**config.mk**
```make
export PLATFORM = sky130hd
export DESIGN_NAME = hex_scan_display
export DESIGN_NICKNAME = d
export VERILOG_FILES = /design/src/rtl/hex_scan_display.sv
export SDC_FILE = /design/constraint.sdc
export NUM_CORES = 1
export LEC_CHECK = 0
export BUFFER_PORTS_ARGS = -buffer_cell sky130_fd_sc_hd__buf_2
export CORE_MARGIN = 2
export CORE_UTILIZATION = 55
export DETAILED_ROUTE_END_ITERATION = 6
export PLACE_DENSITY_LB_ADDON = 0.1
export SLEW_MARGIN = 10
export SYNTH_ARGS = -nofsm -noshare
export SYNTH_HDL_FRONTEND = slang
export SYNTH_SLANG_ARGS = --single-unit
export TNS_END_PERCENT = 1
```
**constraint.sdc**
```tcl
create_clock -name clk -period 2.6 [get_ports clk]
set_clock_uncertainty 0.15 [all_clocks]
set_input_delay 0.52 -clock clk [delete_from_list [all_inputs] [get_ports clk]]
set_output_delay 0.52 -clock clk [all_outputs]
set_load 0.02 [all_outputs]
```
**src/rtl/hex_scan_display.sv**
```systemverilog
// Four-digit multiplexed hex display for an 8-bit debug byte and its change counter.
// Captures on sample_en, counts value changes, and flashes the decimal points after each change.
module hex_scan_display #(
  parameter int unsigned REFRESH_DIV    = 50000,
  parameter int unsigned DEAD_CYCLES    = 2,
  parameter bit          SEG_ACTIVE_LOW = 1'b1
) (
  input  logic       clk,
  input  logic       reset,
  input  logic       sample_en,
  input  logic [7:0] value,
  output logic [6:0] seg,
  output logic       dp,
  output logic [3:0] an,
  output logic       chg_pulse,
  output logic [7:0] chg_count
);

  localparam int unsigned CNT_W = (REFRESH_DIV > 1) ? $clog2(REFRESH_DIV) : 1;
  localparam logic [CNT_W-1:0] CNT_LAST = CNT_W'(REFRESH_DIV - 1);
  localparam logic [CNT_W-1:0] CNT_DEAD = CNT_W'(DEAD_CYCLES);

  // Everything below is built active-low, then flipped once for active-high boards.
  localparam logic [6:0] SEG_INV = SEG_ACTIVE_LOW ? 7'h00 : 7'h7F;
  localparam logic       DP_INV  = SEG_ACTIVE_LOW ? 1'b0  : 1'b1;
  localparam logic [3:0] AN_INV  = SEG_ACTIVE_LOW ? 4'h0  : 4'hF;

  localparam logic [2:0] FLASH_SLOTS = 3'd4;

  logic [7:0]       held_q, held_d;
  logic [7:0]       chg_count_q, chg_count_d;
  logic             chg_pulse_q, chg_pulse_d;
  logic [CNT_W-1:0] cnt_q, cnt_d;
  logic [1:0]       d_q, d_d;
  logic [2:0]       flash_q, flash_d;
  logic [6:0]       seg_q, seg_d;
  logic             dp_q, dp_d;
  logic [3:0]       an_q, an_d;

  logic       change;
  logic       wrap;
  logic       lit;
  logic [3:0] nibble;
  logic [6:0] glyph;

  always_comb begin
    change      = sample_en && (value != held_q);
    wrap        = (cnt_q == CNT_LAST);

    held_d      = sample_en ? value : held_q;
    chg_count_d = chg_count_q + 8'(change);
    chg_pulse_d = change;
    cnt_d       = wrap ? '0 : cnt_q + 1'b1;
    d_d         = wrap ? d_q + 2'd1 : d_q;

    // A fresh change always restarts the flash, even on a wrap edge.
    flash_d = flash_q;
    if (change) begin
      flash_d = FLASH_SLOTS;
    end else if (wrap && (flash_q != 3'd0)) begin
      flash_d = flash_q - 3'd1;
    end

    case (d_q)
      2'd0:    nibble = held_q[3:0];
      2'd1:    nibble = held_q[7:4];
      2'd2:    nibble = chg_count_q[3:0];
      default: nibble = chg_count_q[7:4];
    endcase

    case (nibble)
      4'h0:    glyph = 7'h40;
      4'h1:    glyph = 7'h79;
      4'h2:    glyph = 7'h24;
      4'h3:    glyph = 7'h30;
      4'h4:    glyph = 7'h19;
      4'h5:    glyph = 7'h12;
      4'h6:    glyph = 7'h02;
      4'h7:    glyph = 7'h78;
      4'h8:    glyph = 7'h00;
      4'h9:    glyph = 7'h10;
      4'hA:    glyph = 7'h08;
      4'hB:    glyph = 7'h03;
      4'hC:    glyph = 7'h46;
      4'hD:    glyph = 7'h21;
      4'hE:    glyph = 7'h06;
      default: glyph = 7'h0E;
    endcase

    lit   = (cnt_q >= CNT_DEAD);
    seg_d = glyph ^ SEG_INV;
    an_d  = (lit ? ~(4'b0001 << d_q) : 4'hF) ^ AN_INV;
    dp_d  = ~(lit && (flash_q != 3'd0)) ^ DP_INV;
  end

  always_ff @(posedge clk) begin
    if (reset) begin
      held_q      <= '0;
      chg_count_q <= '0;
      chg_pulse_q <= 1'b0;
      cnt_q       <= '0;
      d_q         <= '0;
      flash_q     <= '0;
      seg_q       <= 7'h7F ^ SEG_INV;
      dp_q        <= 1'b1 ^ DP_INV;
      an_q        <= 4'hF ^ AN_INV;
    end else begin
      held_q      <= held_d;
      chg_count_q <= chg_count_d;
      chg_pulse_q <= chg_pulse_d;
      cnt_q       <= cnt_d;
      d_q         <= d_d;
      flash_q     <= flash_d;
      seg_q       <= seg_d;
      dp_q        <= dp_d;
      an_q        <= an_d;
    end
  end

  assign seg       = seg_q;
  assign dp        = dp_q;
  assign an        = an_q;
  assign chg_pulse = chg_pulse_q;
  assign chg_count = chg_count_q;

endmodule

```
==> results.json, run 1 <==
{
  "status": "finished clean",
  "wirelength_mm": 4.47,
  "yosys.area_share.simple": 0.193,
  "gp_congestion": 0.822,
  "die_w_um": 69.7,
  "worst_path_largest_cell_delay_ns": 0.38,
  "crit_type": "reg -> reg",
  "root_buffer": "clkbuf_8",
  "fp-row-count": 23,
  "grt_max_degree": 30,
  "finalSetupViolations": 0,
  "io_pins": 32,
  "crit_slowest_cell": "dfxtp_2",
  "seq_area_frac_synth": 0.422,
  "grt_pass1_vias": 1765,
  "final_core_util": 0.670,
  "cts_tree": "built",
  "synth.area.mux_share": 0.0691,
  "synth_xor_area_frac": 0.0959,
  "yosysTopAreaCellShare": 0.422,
  "htree_levels": 2,
  "async_flop_share": 0,
  "ys_types": 40,
  "drtIter0Drc": 149,
  "avgSynthCellArea_sq_um": 9.31,
  "dp.cells": 334,
  "synth_compound_gate_area_share": 0.0986,
  "synth.largest_area_cell": "dfxtp_1",
  "final_cells": 342,
  "leakagePower_nw": 1.18,
  "worstMarginPinSlew_ns": 0.645,
  "track_usage": 0.202,
  "drc_errors": 0,
  "cts_buffer_depth": 2,
  "dpl_worst_slack_ns": 0.123,
  "critical-path-top-delay-family": "compound AO/OA/AOI/OAI gates",
  "drtAntennaViolNets": 0,
  "syn_inst": 255,
  "layout_common_cells": "49 x dfxtp_1, 31 x buf_2, 30 x nor2_1",
  "synth.cell_area_sq_um": 2370,
  "synthAdderAreaFrac": 0.0843,
  "power_density_nw_per_um2": 564,
  "fin_ws_ns": 0.247,
  "vias_per_cell": 5.54,
  "fp.coreArea_sq_um": 4090,
  "cts_sinks": 50,
  "holdWs_ns": 0.318,
  "fmax_mhz": 425,
  "synth_ff_type": "dfxtp_1",
  "rsz0062_at_grt": "false",
  "synth_seq_cells": 50,
  "end_kind": "flop",
  "synth_nets": 282,
  "drive_above_1_share": 0.182,
  "dpl.hpwl_mm": 3.34,
  "fillCellCount": 357,
  "overflow": 0,
  "path_max_fanout": 7,
  "fin_crit_sh": 0.905,
  "final_common_cell": "dfxtp_1",
  "peakVddDrop_uv": 454,
  "hold_viol": 0,
  "critPathBufInv": 2,
  "firstDrtPassIters": 5,
  "die-area_sq_um": 4860,
  "synth_edf_count": 0,
  "fin_tns_setup_ns": 0,
  "start_util": 0.581,
  "grt_pass1_wl_mm": 7.97,
  "die_h_um": 69.7,
  "synth_area_leaders": "dfxtp_1 42%, ha_1 8.4%, xnor2_1 6.6%",
  "drv_cap": 0,
  "place.port_buffers": 31,
  "setup.worst_path.start_class": "flop",
  "required_ns": 2.62,
  "synth_top_family_by_area": "simple AND/OR/NAND/NOR gates",
  "period_minus_slack_ns": 2.35,
  "antennaDiodeCount": 0,
  "maxSlewHeadroom": 0.558,
  "holdCritPathClass": "in -> reg",
  "path_cells": "inv_1 > ha_1 > a222oi_1 > mux2_4 > inv_1 > ha_1 > a2111oi_1 > a31oi_1",
  "detail_route.wl_per_cell_um": 13.1,
  "slew_viol_final": 0,
  "cts_made_buffers": 5,
  "area_growth_pct": 15.3,
  "antenna_found_initial": 0,
  "ys_warn_count": 0,
  "clock_latency_ns": 0.31,
  "vias": 1893,
  "layout.nets": 318,
  "critPathArrivalTime_ns": 2.37,
  "path_clk_slew_ns": 0.10
}
power by group:
group	switching, mW	leakage (nW)	internal (mW)
clock network	0.269	0.0591	0.293
logic	0.0977	0.713	0.0719
registers	0.0176	0.409	0.795
repair_timing:
| action | 4_1_cts | 5_1_grt |
|---|---|---|
| setup buffers | 0 | 0 |
| gates resized for setup | 0 | 4 |
| hold buffers | 0 | 0 |
| setup endpoints to repair | 0 | 2 |
kinds of logic after synthesis:
family | Yosys count
DFF | 50
AOI/OAI and AO/OA | 34
buffers and inverters | 23
muxes | 16
and+or+nand+nor | 90
xor gates and xnor gates | 26
adders and majority gates | 16
synth_stat cells (6+ instances only):
cell type and n:
mux2i_1 13, o21ai_0 7, xnor2_1 18, inv_1 13, nand2_1 11, dfxtp_1 50, xor2_1 8, nor2_1 30
nand3_1 15, and3_1 8, a21oi_1 7, clkbuf_1 7, nand4_1 6, ha_1 16
per-layer routing:
metal | routed length, um | part of all wire | GRT usage | up-vias
met4 | 55 | 0.012 | 0.0705 | 0
met3 | 149 | 0.033 | 0.0465 | 5
li1 | - | - | - | 972
met1 | 2190 | 0.49 | 0.267 | 886
met2 | 2080 | 0.46 | 0.326 | 30
met5 | 0 | 0 | 0 | -
stage by stage:
stage | total power, mW | area, sq um
after floorplan | 0.945 | 2370
after global placement | 0.998 | 2610
after detailed placement | 1.00 | 2610
after CTS | 1.56 | 2730
after global routing | 1.61 | 2740
final | 1.55 | 2740
state kept, by name, indices dropped and copies added, names as in the netlist:
signal	count
an	4
chg_count	8
chg_pulse	1
cnt_q	16
d_q	2
dp	1
flash_q	3
held_q	8
seg	7
path summary, 6_finish.rpt:
path	startpoint	to	slack [ns]	cells after the start
worst max-delay path	d_q[0]	seg[3]	0.25	8
worst min-delay path	value[2]	held_q[2]	0.32	3
worst min register to register	cnt_q[0]	cnt_q[0]	0.32	1
worst max register to register	d_q[0]	seg[3]	0.25	8
worst register-to-register path: cells and delay by family, from the launching register on:
family | cells | cell delay (ns)
AOI/OAI and AO/OA | 3 | 0.81
adders and majority gates | 2 | 0.50
buffers and inverters | 2 | 0.14
DFF | 1 | 0.38
muxes | 1 | 0.26
area by class of cell:
class	instances	area (sq um)	share of cell area
clock buffers	5	68.8	0.0251
clock inverters	3	47.5	0.0174
repair buffers	38	208	0.0759
multi-input cells	182	1300	0.473
inverters	14	52.6	0.0192
flip-flops and latches	50	1000	0.366
well taps	50	62.6	0.0229
No activity file was read; power rests on OpenSTA's default activity.
==> run 2: changes to the inputs <==
Settings changed: PLACE_DENSITY from default to 0.73, PLACE_DENSITY_LB_ADDON 0.1 to default, TNS_END_PERCENT 1 to default.
==> results.json, run 2 (synthesized netlist as in run 1, its figures left out) <==
{
  "drive_above_1_share": 0.175,
  "top_usage_layer": "met2",
  "cts_made_buffers": 5,
  "start_util": 0.581,
  "fp.coreArea_sq_um": 4090,
  "hold_viol": 0,
  "area_growth_pct": 14.9,
  "gp_congestion": 0.802,
  "largest-register": "cnt_q",
  "wirelength_mm": 4.75,
  "cts_sinks": 50,
  "clockPowerShare": 0.360,
  "die-area_sq_um": 4860,
  "finalSetupViolations": 0,
  "crit_type": "reg -> reg",
  "clock_latency_ns": 0.30,
  "power.switching_mw": 0.364,
  "path_clk_slew_ns": 0.09,
  "critPathArrivalTime_ns": 2.45,
  "cts_buffer_depth": 2,
  "p_seq_frac": 0.529,
  "drv_cap": 0,
  "worstRegToRegCells": 8,
  "fp-row-count": 23,
  "grtUsageMet3": 0.0378,
  "fmax_mhz": 416,
  "vias_per_cell": 5.67,
  "path_max_fanout": 5,
  "antennaDiodeCount": 0,
  "power_density_nw_per_um2": 564,
  "cts_hold_buf": 0,
  "antenna_found_initial": 0,
  "finalPower_mw": 1.54,
  "drc_errors": 0,
  "detail_route.wl_per_cell_um": 13.9,
  "end_kind": "flop",
  "fillCellCount": 362,
  "min_to": "cnt_q[0]",
  "swShare": 0.237,
  "leakagePower_nw": 1.18,
  "worst_path_largest_cell_delay_ns": 0.40,
  "die_h_um": 69.7,
  "intPower_mw": 1.17,
  "final-seq-area_sq_um": 1000,
  "drtAntennaViolNets": 0,
  "crit_slowest_cell": "a222oi_1",
  "multi_input_area_sq_um": 1290,
  "fin_crit_sh": 0.925,
  "track_usage": 0.203,
  "rsz0062_at_grt": "false",
  "grt_pass1_wl_mm": 7.98,
  "overflow": 0,
  "fin_tns_setup_ns": 0,
  "grt_max_degree": 16,
  "dpl.hpwl_mm": 3.49,
  "r2r-end": "seg[0]",
  "reg2reg_from": "d_q[0]",
  "setup.worst_path.start_class": "flop",
  "grt_pass1_vias": 1772,
  "place.port_buffers": 31,
  "r2r_setup_slack_ns": 0.19,
  "period_minus_slack_ns": 2.41,
  "required_ns": 2.64,
  "largest_reg_flops": 16,
  "p_comb_frac": 0.111,
  "worstMarginPinSlew_ns": 0.670,
  "io_pins": 32,
  "drtIter0Drc": 144,
  "final_core_util": 0.667,
  "hold_start": "cnt_q[0]",
  "htree_levels": 2,
  "peakVddDrop_uv": 309,
  "cts_tree": "built",
  "grt.met1_usage": 0.256,
  "layout_common_cells": "49 x dfxtp_1, 31 x buf_2, 30 x nor2_1",
  "slew_viol_final": 0,
  "firstDrtPassIters": 4,
  "status": "finished clean",
  "gr-usage-met2": 0.347,
  "path_cells": "inv_1 > ha_1 > a222oi_1 > mux2_2 > inv_1 > ha_1 > nor4b_1 > a211oi_1",
  "vias": 1934,
  "holdCritPathClass": "reg -> reg",
  "root_buffer": "clkbuf_8",
  "hold_depth": 1,
  "layout.nets": 318,
  "final_common_cell": "dfxtp_1",
  "maxSlewHeadroom": 0.540,
  "die_w_um": 69.7
}
-- run 2: cell types whose count changed in the layout (fill, tap and decap cells not counted), sizes merged --
cell | previous run | this run
clkbuf | 5 | 6
inv | 15 | 13
-- run 2: power groups by stage --
stage	Sequential, mW	Combinational (mW)	Clock [mW]
final	0.814	0.171	0.554
after global routing	0.818	0.190	0.601
after CTS	0.814	0.172	0.568
after detailed placement	0.832	0.171	0
after global placement	0.832	0.169	0
after floorplan	0.850	0.0945	0
-- run 2: timing repair --
action	4_1_cts	5_1_grt
gates resized for setup	0	3
endpoints found under the hold margin	0	0
endpoints found under the setup margin	0	3
setup buffers	0	0
-- run 2: metrics by stage --
step / std cells / hold WS, ns / worst slack (ns) / area (sq um)
4_1_cts: 341 / 0.318 / 0.102 / 2720
6_report: 341 / 0.315 / 0.194 / 2730
3_3_place_gp: 334 / 0.292 / 0.239 / 2610
3_5_place_dp: 334 / 0.298 / 0.121 / 2610
5_1_grt: 341 / 0.352 / 0.0730 / 2730
2_1_floorplan: 255 / 0.276 / 0.367 / 2370
-- run 2: worst max path at each step --
| stage | from | to | slack [ns] | cells past startpoint |
|---|---|---|---|---|
| finish | d_q[0] | seg[0] | 0.19 | 8 |
| global route | d_q[0] | seg[3] | 0.07 | 8 |
| CTS | d_q[0] | seg[3] | 0.10 | 8 |
| detailed placement | d_q[0] | seg[3] | 0.12 | 8 |
| global placement | d_q[0] | seg[0] | 0.24 | 8 |
| floorplan | sample_en | chg_count[6] | 0.37 | 8 |
-- run 2: cell type report --
cell class / count / share of cell area
repair buffers: 38 / 0.0761
flip-flops and latches: 50 / 0.367
clock inverters: 1 / 0.0110
clock buffers: 6 / 0.0303
multi-input cells: 182 / 0.473
inverters: 14 / 0.0193
well taps: 50 / 0.0229
-- run 2: metal layers --
layer | routed length, um | vias to the layer above
met5 | 0 | -
met4 | 73 | 0
met3 | 210 | 8
met2 | 2300 | 40
met1 | 2160 | 912
li1 | - | 974
-- run 2: critical path: cells and delay by family, from the launching register on --
family | cells | cell delay, ns
compound gates | 2 | 0.48
fa+ha+maj | 2 | 0.52
buf+inv | 2 | 0.17
flops | 1 | 0.38
mux | 1 | 0.29
simple gates | 1 | 0.32
